### config.mk
export PLATFORM = sky130hd
export DESIGN_NAME = conv_mac_ctrl
export DESIGN_NICKNAME = d
export VERILOG_FILES = /design/src/rtl/conv_mac_pkg.sv /design/src/rtl/conv_idx_bounds.sv /design/src/rtl/conv_mac_ctrl.sv
export SDC_FILE = /design/constraint.sdc
export NUM_CORES = 1
export LEC_CHECK = 0
export BUFFER_PORTS_ARGS = -buffer_cell sky130_fd_sc_hd__buf_2
export CAP_MARGIN = 5
export CORE_MARGIN = 2
export CORE_UTILIZATION = 60
export DETAILED_ROUTE_END_ITERATION = 6
export GPL_TIMING_DRIVEN = 0
export PLACE_DENSITY_LB_ADDON = 0.05
export RECOVER_POWER = 50
export SYNTH_ARGS = -nofsm -noshare
export SYNTH_HDL_FRONTEND = slang
export SYNTH_SLANG_ARGS = --single-unit
### constraint.sdc
create_clock -name clk -period 6.9 [get_ports clk]
set_input_delay 0.69 -clock clk [delete_from_list [all_inputs] [get_ports clk]]
set_output_delay 0.69 -clock clk [all_outputs]
set_load 0.05 [all_outputs]
### src/rtl/conv_mac_pkg.sv
// rtl/conv_mac_pkg.sv - shared constants and state encoding for the convolution MAC sequencer
package conv_mac_pkg;

    localparam int ADDR_X_W_DEF = 5;
    localparam int ADDR_Y_W_DEF = 5;
    localparam int ADDR_Z_W_DEF = 6;
    localparam int MAX_SAMPLES  = 32;

    typedef enum logic [2:0] {
        IDLE  = 3'd0,
        CLR   = 3'd1,
        MAC   = 3'd2,
        FLUSH = 3'd3,
        WRITE = 3'd4,
        DONE  = 3'd5
    } state_t;

endpackage

### src/rtl/conv_idx_bounds.sv
// rtl/conv_idx_bounds.sv - per-output summation bounds lo/hi and last-output flag
module conv_idx_bounds #(
    parameter int SX_W = 6,
    parameter int SY_W = 6,
    parameter int IW   = 7
) (
    input  logic [IW-1:0]   k,
    input  logic [SX_W-1:0] sx,
    input  logic [SY_W-1:0] sy,
    output logic [IW-1:0]   lo,
    output logic [IW-1:0]   hi,
    output logic            last_k
);

    logic [IW-1:0] sx_e;
    logic [IW-1:0] sy_e;
    logic [IW-1:0] lo_d;
    logic [IW-1:0] sx_m1;

    // lo_d is k-(sy-1) read as two's complement; a set MSB means it went negative
    always_comb begin
        sx_e   = IW'(sx);
        sy_e   = IW'(sy);
        lo_d   = k - sy_e + IW'(1);
        sx_m1  = sx_e - IW'(1);
        lo     = lo_d[IW-1] ? '0 : lo_d;
        hi     = (k < sx_m1) ? k : sx_m1;
        last_k = (k == (sx_e + sy_e - IW'(2)));
    end

endmodule

### src/rtl/conv_mac_ctrl.sv
// rtl/conv_mac_ctrl.sv - 1-D convolution sequencer: addresses, accumulator control, Z writes
// Optional sticky completion interrupt under CONV_MAC_CTRL_IRQ_EN.
module conv_mac_ctrl
    import conv_mac_pkg::*;
#(
    parameter int ADDR_X_W = ADDR_X_W_DEF,
    parameter int ADDR_Y_W = ADDR_Y_W_DEF,
    parameter int ADDR_Z_W = ADDR_Z_W_DEF
) (
    input  logic                clk,
    input  logic                rstn,
    input  logic                start_i,
    input  logic [ADDR_X_W:0]   size_x_i,
    input  logic [ADDR_Y_W:0]   size_y_i,
    output logic                busy_o,
    output logic                done_o,
    output logic [ADDR_X_W-1:0] x_addr_o,
    output logic [ADDR_Y_W-1:0] y_addr_o,
    output logic                acc_clr_o,
    output logic                acc_en_o,
    output logic [ADDR_Z_W-1:0] z_addr_o,
    output logic                z_we_o
`ifdef CONV_MAC_CTRL_IRQ_EN
    ,
    input  logic                int_clr_i,
    output logic                int_o
`endif
);

    localparam int SX_W = ADDR_X_W + 1;
    localparam int SY_W = ADDR_Y_W + 1;
    localparam int IW   = ADDR_Z_W + 1;

    state_t state;
    state_t state_nx;

    logic [IW-1:0]       k;
    logic [IW-1:0]       i;
    logic [SX_W-1:0]     sx;
    logic [SY_W-1:0]     sy;
    logic [SX_W-1:0]     sx_in;
    logic [SY_W-1:0]     sy_in;
    logic [IW-1:0]       lo;
    logic [IW-1:0]       hi;
    logic                last_k;
    logic                issue;
    logic                issue_q;
    logic [IW-1:0]       y_diff;
    logic [ADDR_X_W-1:0] x_hold;
    logic [ADDR_Y_W-1:0] y_hold;

    always_comb begin
        sx_in = (size_x_i > SX_W'(MAX_SAMPLES)) ? SX_W'(MAX_SAMPLES) : size_x_i;
        sy_in = (size_y_i > SY_W'(MAX_SAMPLES)) ? SY_W'(MAX_SAMPLES) : size_y_i;
    end

    conv_idx_bounds #(
        .SX_W (SX_W),
        .SY_W (SY_W),
        .IW   (IW)
    ) u_bounds (
        .k      (k),
        .sx     (sx),
        .sy     (sy),
        .lo     (lo),
        .hi     (hi),
        .last_k (last_k)
    );

    always_ff @(posedge clk or negedge rstn) begin
        if (!rstn) begin
            state <= IDLE;
        end else begin
            state <= state_nx;
        end
    end

    always_comb begin
        state_nx = state;
        case (state)
            IDLE: begin
                if (start_i) begin
                    state_nx = ((sx_in == '0) || (sy_in == '0)) ? DONE : CLR;
                end
            end
            CLR:     state_nx = MAC;
            MAC:     state_nx = (i == hi) ? FLUSH : MAC;
            FLUSH:   state_nx = WRITE;
            WRITE:   state_nx = last_k ? DONE : CLR;
            DONE:    state_nx = IDLE;
            default: state_nx = IDLE;
        endcase
    end

    assign issue  = (state == MAC);
    assign y_diff = k - i;

    always_ff @(posedge clk or negedge rstn) begin
        if (!rstn) begin
            k       <= '0;
            i       <= '0;
            sx      <= '0;
            sy      <= '0;
            issue_q <= 1'b0;
            x_hold  <= '0;
            y_hold  <= '0;
        end else begin
            issue_q <= issue;
            case (state)
                IDLE: begin
                    if (start_i) begin
                        sx <= sx_in;
                        sy <= sy_in;
                        k  <= '0;
                        i  <= '0;
                    end
                end
                CLR: i <= lo;
                MAC: begin
                    x_hold <= i[ADDR_X_W-1:0];
                    y_hold <= y_diff[ADDR_Y_W-1:0];
                    if (i != hi) begin
                        i <= i + IW'(1);
                    end
                end
                WRITE: begin
                    if (!last_k) begin
                        k <= k + IW'(1);
                    end
                end
                default: ;
            endcase
        end
    end

    // Addresses follow the live indices while issuing and hold the last issued pair otherwise
    always_comb begin
        busy_o    = (state != IDLE);
        done_o    = (state == DONE);
        acc_clr_o = (state == CLR);
        z_we_o    = (state == WRITE);
        acc_en_o  = issue_q;
        z_addr_o  = k[ADDR_Z_W-1:0];
        x_addr_o  = issue ? i[ADDR_X_W-1:0] : x_hold;
        y_addr_o  = issue ? y_diff[ADDR_Y_W-1:0] : y_hold;
    end

`ifdef CONV_MAC_CTRL_IRQ_EN
    logic int_q;

    // A completion in the same cycle as a clear keeps the flag set
    always_ff @(posedge clk or negedge rstn) begin
        if (!rstn) begin
            int_q <= 1'b0;
        end else if (state == DONE) begin
            int_q <= 1'b1;
        end else if (int_clr_i) begin
            int_q <= 1'b0;
        end
    end

    assign int_o = int_q;
`endif

endmodule

Word-level counts from Yosys, hierarchy flattened. Index checks and enable logic that the tools add are counted.

Input bits: 15. Word-level logic and storage cells: 56. Flip-flop bits (word level): 40. Output and inout bits: 21.

Equality and inequality tests: 11. $lt $le $gt $ge: 3. Reductions and logical operators: 10. Mux-type cells: 16. Add/sub/neg operators: 8.

Operators with widths (count): $mux W7 (4); $add A7 B1 Y7 const B (3); $pmux W7 S3 (1); $mux W6 (3); $pmux W3 S5 (1); $eq A7 B7 Y1 (2); $pmux W7 S2 (1); $gt A6 B6 Y1 const B (2); $logic_not A6 Y1 (2); $mux W5 (2); $mux W3 (3); $add A6 B6 Y7 (1); $lt A7 B7 Y1 (1); $ne A7 B7 Y1 (1); $sub A6 B1 Y7 const B (1); $sub A7 B2 Y7 const B (1); $sub A7 B6 Y7 (1); $eq A3 B2 Y1 const B (2); $eq A3 B3 Y1 const B (2); $reduce_and A3 Y1 (2); $reduce_bool A3 Y1 (2); $sub A5 B5 Y5 (1); $ne A2 B2 Y1 const B (2); $eq A3 B1 Y1 const B (1); 6 further kinds (6).

Depth between registers and ports, before layout.
Depth in word-level cells: 7. Mapped depth: 13. Gate-level depth less buffers: 12.

Cells and area by module. A second synthesis with hierarchy kept.

Cells, all modules: 372. Area total of the unflattened synthesis: 3230.6 sq um.

By module, submodules not included: conv_mac_ctrl (cells each 227, area each 2154.6 sq um, instances 1, seq. area each 1001.0 sq um); conv_idx_bounds (cells each 145, area each 1076.0 sq um, instances 1, seq. area each 0.0 sq um).

Worst setup path before layout. No wires, ideal clock.

Path kind: register to register. Start: reg sx[2]. End: reg i[4]. Arrival time: 3.479 ns. Buffers on the path: 1. Clock period less this slack: 3.597 ns. Stages on the path, launching flop included: 13. Data required time: 6.782 ns. Setup time: 0.118 ns. Path slack: 3.303 ns. Cell sequence: dfrtp_1 -> or3_4 -> or4_4 -> and2_2 -> ha_1 -> o21a_1 -> a21o_1 -> buf_4 -> nor2_1 -> o2111a_1 -> nand4_4 -> or3b_4 -> a21o_1.

Cells in the longest elaborated chain, start to end: 6.

Ends and longest elaborated chain: start: declaration (RTL line conv_mac_ctrl.sv:39) `logic [SX_W-1:0] sx;`; start signal: assignment (RTL line conv_mac_ctrl.sv:112) `sx <= sx_in;`; $sub A6 B1 Y7 (*) (RTL line conv_idx_bounds.sv:25) `sx_m1 = sx_e - IW'(1);`; $lt A7 B7 Y1 (RTL line conv_idx_bounds.sv:27) `hi = (k < sx_m1) ? k : sx_m1;`; $mux W7 (*) (RTL line conv_idx_bounds.sv:27); $ne A7 B7 Y1 (*) (RTL line conv_mac_ctrl.sv:122) `if (i != hi) begin`; $ne A2 B1 Y1 (no line) (*); $reduce_and A3 Y1 (no line) (*); end signal: assignment (RTL line conv_mac_ctrl.sv:118) `CLR: i <= lo;`; end signal: assignment (RTL line conv_mac_ctrl.sv:123) `i <= i + IW'(1);`; end: declaration (RTL line conv_mac_ctrl.sv:38) `logic [IW-1:0] i;`.

Mark *: on every way between the ends. The rest lies on a longest branch, timed or not. A chain may end at the register's enable or synchronous reset.

Final worst setup path.
Start: reg sx[0]. End: reg i[2].

The elaborated chain is that of the path after synthesis.

==> metrics.txt <==
Worst-path clk slew=0.08 ns; total vias in the final route=3,019; clock period minus worst slack=4.13 ns; Net Count, Synth=441; CTS max path bufs=2; critical path class=register to register; Top Ports=36; pwr dens=488 nW/um2; power share of the sequential group=0.209; Pre-antenna DRT Iters=5; Place WS=2.90 ns; clk sinks=40; most common cell after layout, fill and taps aside=dfrtp_1; worst hold endpoint=x_hold[3]; Die X=79.2 um; cts repair resizes=0; Cell variety after synth=62; slew at the pin closest to its max-slew limit=2.21 ns; Vias/cell=6.00; clk root buf=clkbuf_8; Finished Layout Cells=503; endpoints failing hold=0; total die area=6270 um2; clock network power share=0.093; leakage=1.81 nW; RePlAce Congestion=0.865; Hold Path Class=register to register; Avg Cell Area, Syn=8.74 um2; CTS tree=yes; clk_lat worst skew=0.30 ns; Area Growth Syn to Fin=9.81%; most common cell type on the critical path=ha_1; crit-path cells=inv_1 > ha_1 > nor3b_1 > xnor2_1 > ha_1 > a211o_1 > a21oi_1 > a31oi_1 > a221oi_4 > nand4_4 > or3b_4 > a21o_1; combinational power share=0.698; r2r setup slk=2.77 ns; Critical-path top delay cell=a21oi_1; R2R Path Start=sx[0]; number of max-cap violations=1; Mapped Cells=388; DRC violations left=0; fin nets=483; slowest stage delay, CP=0.62 ns; hold_buf cts=0; post-detail-place hpwl=6.45 mm; H-Tree Depth=2; post-detailed-routing wire length=8.33 mm; global route overflow=0; core area=5470 um2; dpl cells=495; Tcrit/Tclk final=0.598; Sw Pwr=0.942 mW; Setup WS post-layout=2.77 ns; GR Util All Layers=0.291; post-route ant nets=0; sequential fraction of the synthesis area=0.295; global-route wire length before repair=14.2 mm; port bufs=35; Fin Setup TNS=0 ns; largest net degree at the start of global routing=41; CP required=7.09 ns; row count=27; Setup Fix Bufs, Post-CTS=0; Yosys reg bits=40; Critical Path Source Type=register; EDFF count, synth=0; initial DRC count=213; Setup crit end kind=register; WP data arrival=4.32 ns; FFs w/ async S/R, synth=1.00; RSZ-0062 raised after global routing=false; crit path max fanout=9; initial core utilization=0.620; Final setup viols=0; vias in the first global route=2,954; Final Util=0.681; total CTS buffers=5; failing checks=max-capacitance violations, max-slew violations; ratio of cells with drive above 1 in the final layout=0.144; Syn Std Cell Area=3390 um2; total power=1.82 mW; initial antenna violation count=0; Final Skew=0.00655 ns; commonest non-fill, non-tap cells in the layout=dfrtp_1 (40), inv_1 (38), nand2_1 (36); Sw Share=0.518; Hold Path Depth=2; Max Fclk=242 MHz; status=complete, but fails checks; YS warnings=0; hold_sp=x_hold[3]; Slew Viols, Final=41; worst vdd ir=0.000399 V; WL per Instance=16.6 um; Inserted Diodes=0; Power Internal=0.877 mW; die height=79.2 um; Reg-to-Reg End=i[2]; Synth Flop Type=dfrtp_1; R2R depth=12; relative slew slack=-0.475
[synthesized netlist by cell type, types with 2 or more instances]
library cell,number,share of area
buf_6,3,0.010
dfrtp_1,40,0.30
o211ai_1,8,0.018
nor4_1,4,0.0074
and3_1,2,0.0037
o32ai_1,2,0.0052
mux2_2,3,0.010
or3_1,4,0.0074
nor3b_1,2,0.0044
nand3b_1,11,0.024
o22ai_1,3,0.0055
a22oi_1,2,0.0044
o21ai_0,31,0.046
clkbuf_1,9,0.010
o2111ai_1,4,0.010
inv_1,38,0.042
nor3_1,7,0.010
and2_1,3,0.0055
nand2b_1,2,0.0037
a211o_1,2,0.0052
or4_1,5,0.011
a21o_1,14,0.031
o31ai_1,6,0.013
or2_2,2,0.0037
nand2_1,36,0.040
xor2_1,12,0.031
xnor2_1,11,0.028
a31oi_1,3,0.0055
nand3_1,5,0.0074
nor2_1,18,0.020
nand4b_1,2,0.0052
a21oi_1,14,0.021
buf_4,8,0.018
mux2i_1,2,0.0059
ha_1,35,0.13
fa_1,3,0.018
nand4_1,6,0.011
nor2b_1,2,0.0037
[kinds of logic after synthesis]
| kind of cell | Yosys count | share of synthesized area |
|---|---|---|
| compound gates | 102 | 0.205 |
| xor+xnor | 23 | 0.0594 |
| fa+ha+maj | 38 | 0.147 |
| buf+inv | 62 | 0.0856 |
| flops | 40 | 0.295 |
| mux | 5 | 0.0159 |
| simple gates | 118 | 0.192 |
[sequential cells by signal, indices dropped and copies added (netlist names)]
signal	flops
sx	6
x_hold	5
sy	6
acc_en_o	1
i	7
k	7
state	3
y_hold	5
[stage by stage]
| stage | instance area [um2] | hold slack [ns] |
|---|---|---|
| finish | 3720 | 0.479 |
| floorplan | 3390 | 0.394 |
| CTS | 3750 | 0.480 |
| global route | 3720 | 0.491 |
| global placement | 3660 | 0.452 |
| detailed placement | 3660 | 0.459 |
[power groups by stage]
stage          Sequential [mW]  Combinational [mW]  Clock (mW)
2_1_floorplan            0.371                1.01           0
5_1_grt                  0.390                1.42       0.180
6_report                 0.380                1.27       0.169
4_1_cts                  0.379                1.28       0.171
3_5_place_dp             0.383                1.27           0
3_3_place_gp             0.380                1.25           0
[area by class of cell]
type | count | area [um2]
clock buffers | 6 | 82.6
fillers | 477 | 1750
plain buffers | 23 | 125
well taps | 72 | 90.1
multi-input cells | 286 | 2100
repair buffers | 35 | 168
flip-flops and latches | 40 | 1000
inverters | 39 | 148
clock inverters | 2 | 10.0
[worst max path at each step]
stage          start   end  slack, ns  depth (start not counted)
2_1_floorplan  sx[2]  i[4]       3.30                         12
3_3_place_gp   sx[2]  i[4]       2.93                         11
3_5_place_dp   sx[0]  i[2]       2.90                         12
4_1_cts        sx[0]  i[2]       2.88                         12
5_1_grt        sx[0]  i[4]       2.53                         12
6_report       sx[0]  i[2]       2.77                         12
[critical path, delay by kind of cell (launching register included)]
| family | cells | cell delay, ns |
|---|---|---|
| XOR/XNOR | 1 | 0.29 |
| adder cells (fa/ha/maj) | 2 | 0.59 |
| AND/OR/NAND/NOR | 3 | 0.77 |
| flip-flops | 1 | 0.54 |
| buffers and inverters | 1 | 0.15 |
| AO/OA/AOI/OAI | 5 | 1.68 |
[routing by layer]
layer / up-vias / global-route usage / share of wire
met3: 20 / 0.0466 / 0.056
met1: 1421 / 0.380 / 0.45
met5: - / 0 / 0
li1: 1465 / - / -
met4: 0 / 0.0966 / 0.022
met2: 113 / 0.492 / 0.47
Power figures use the tool's default switching activity.
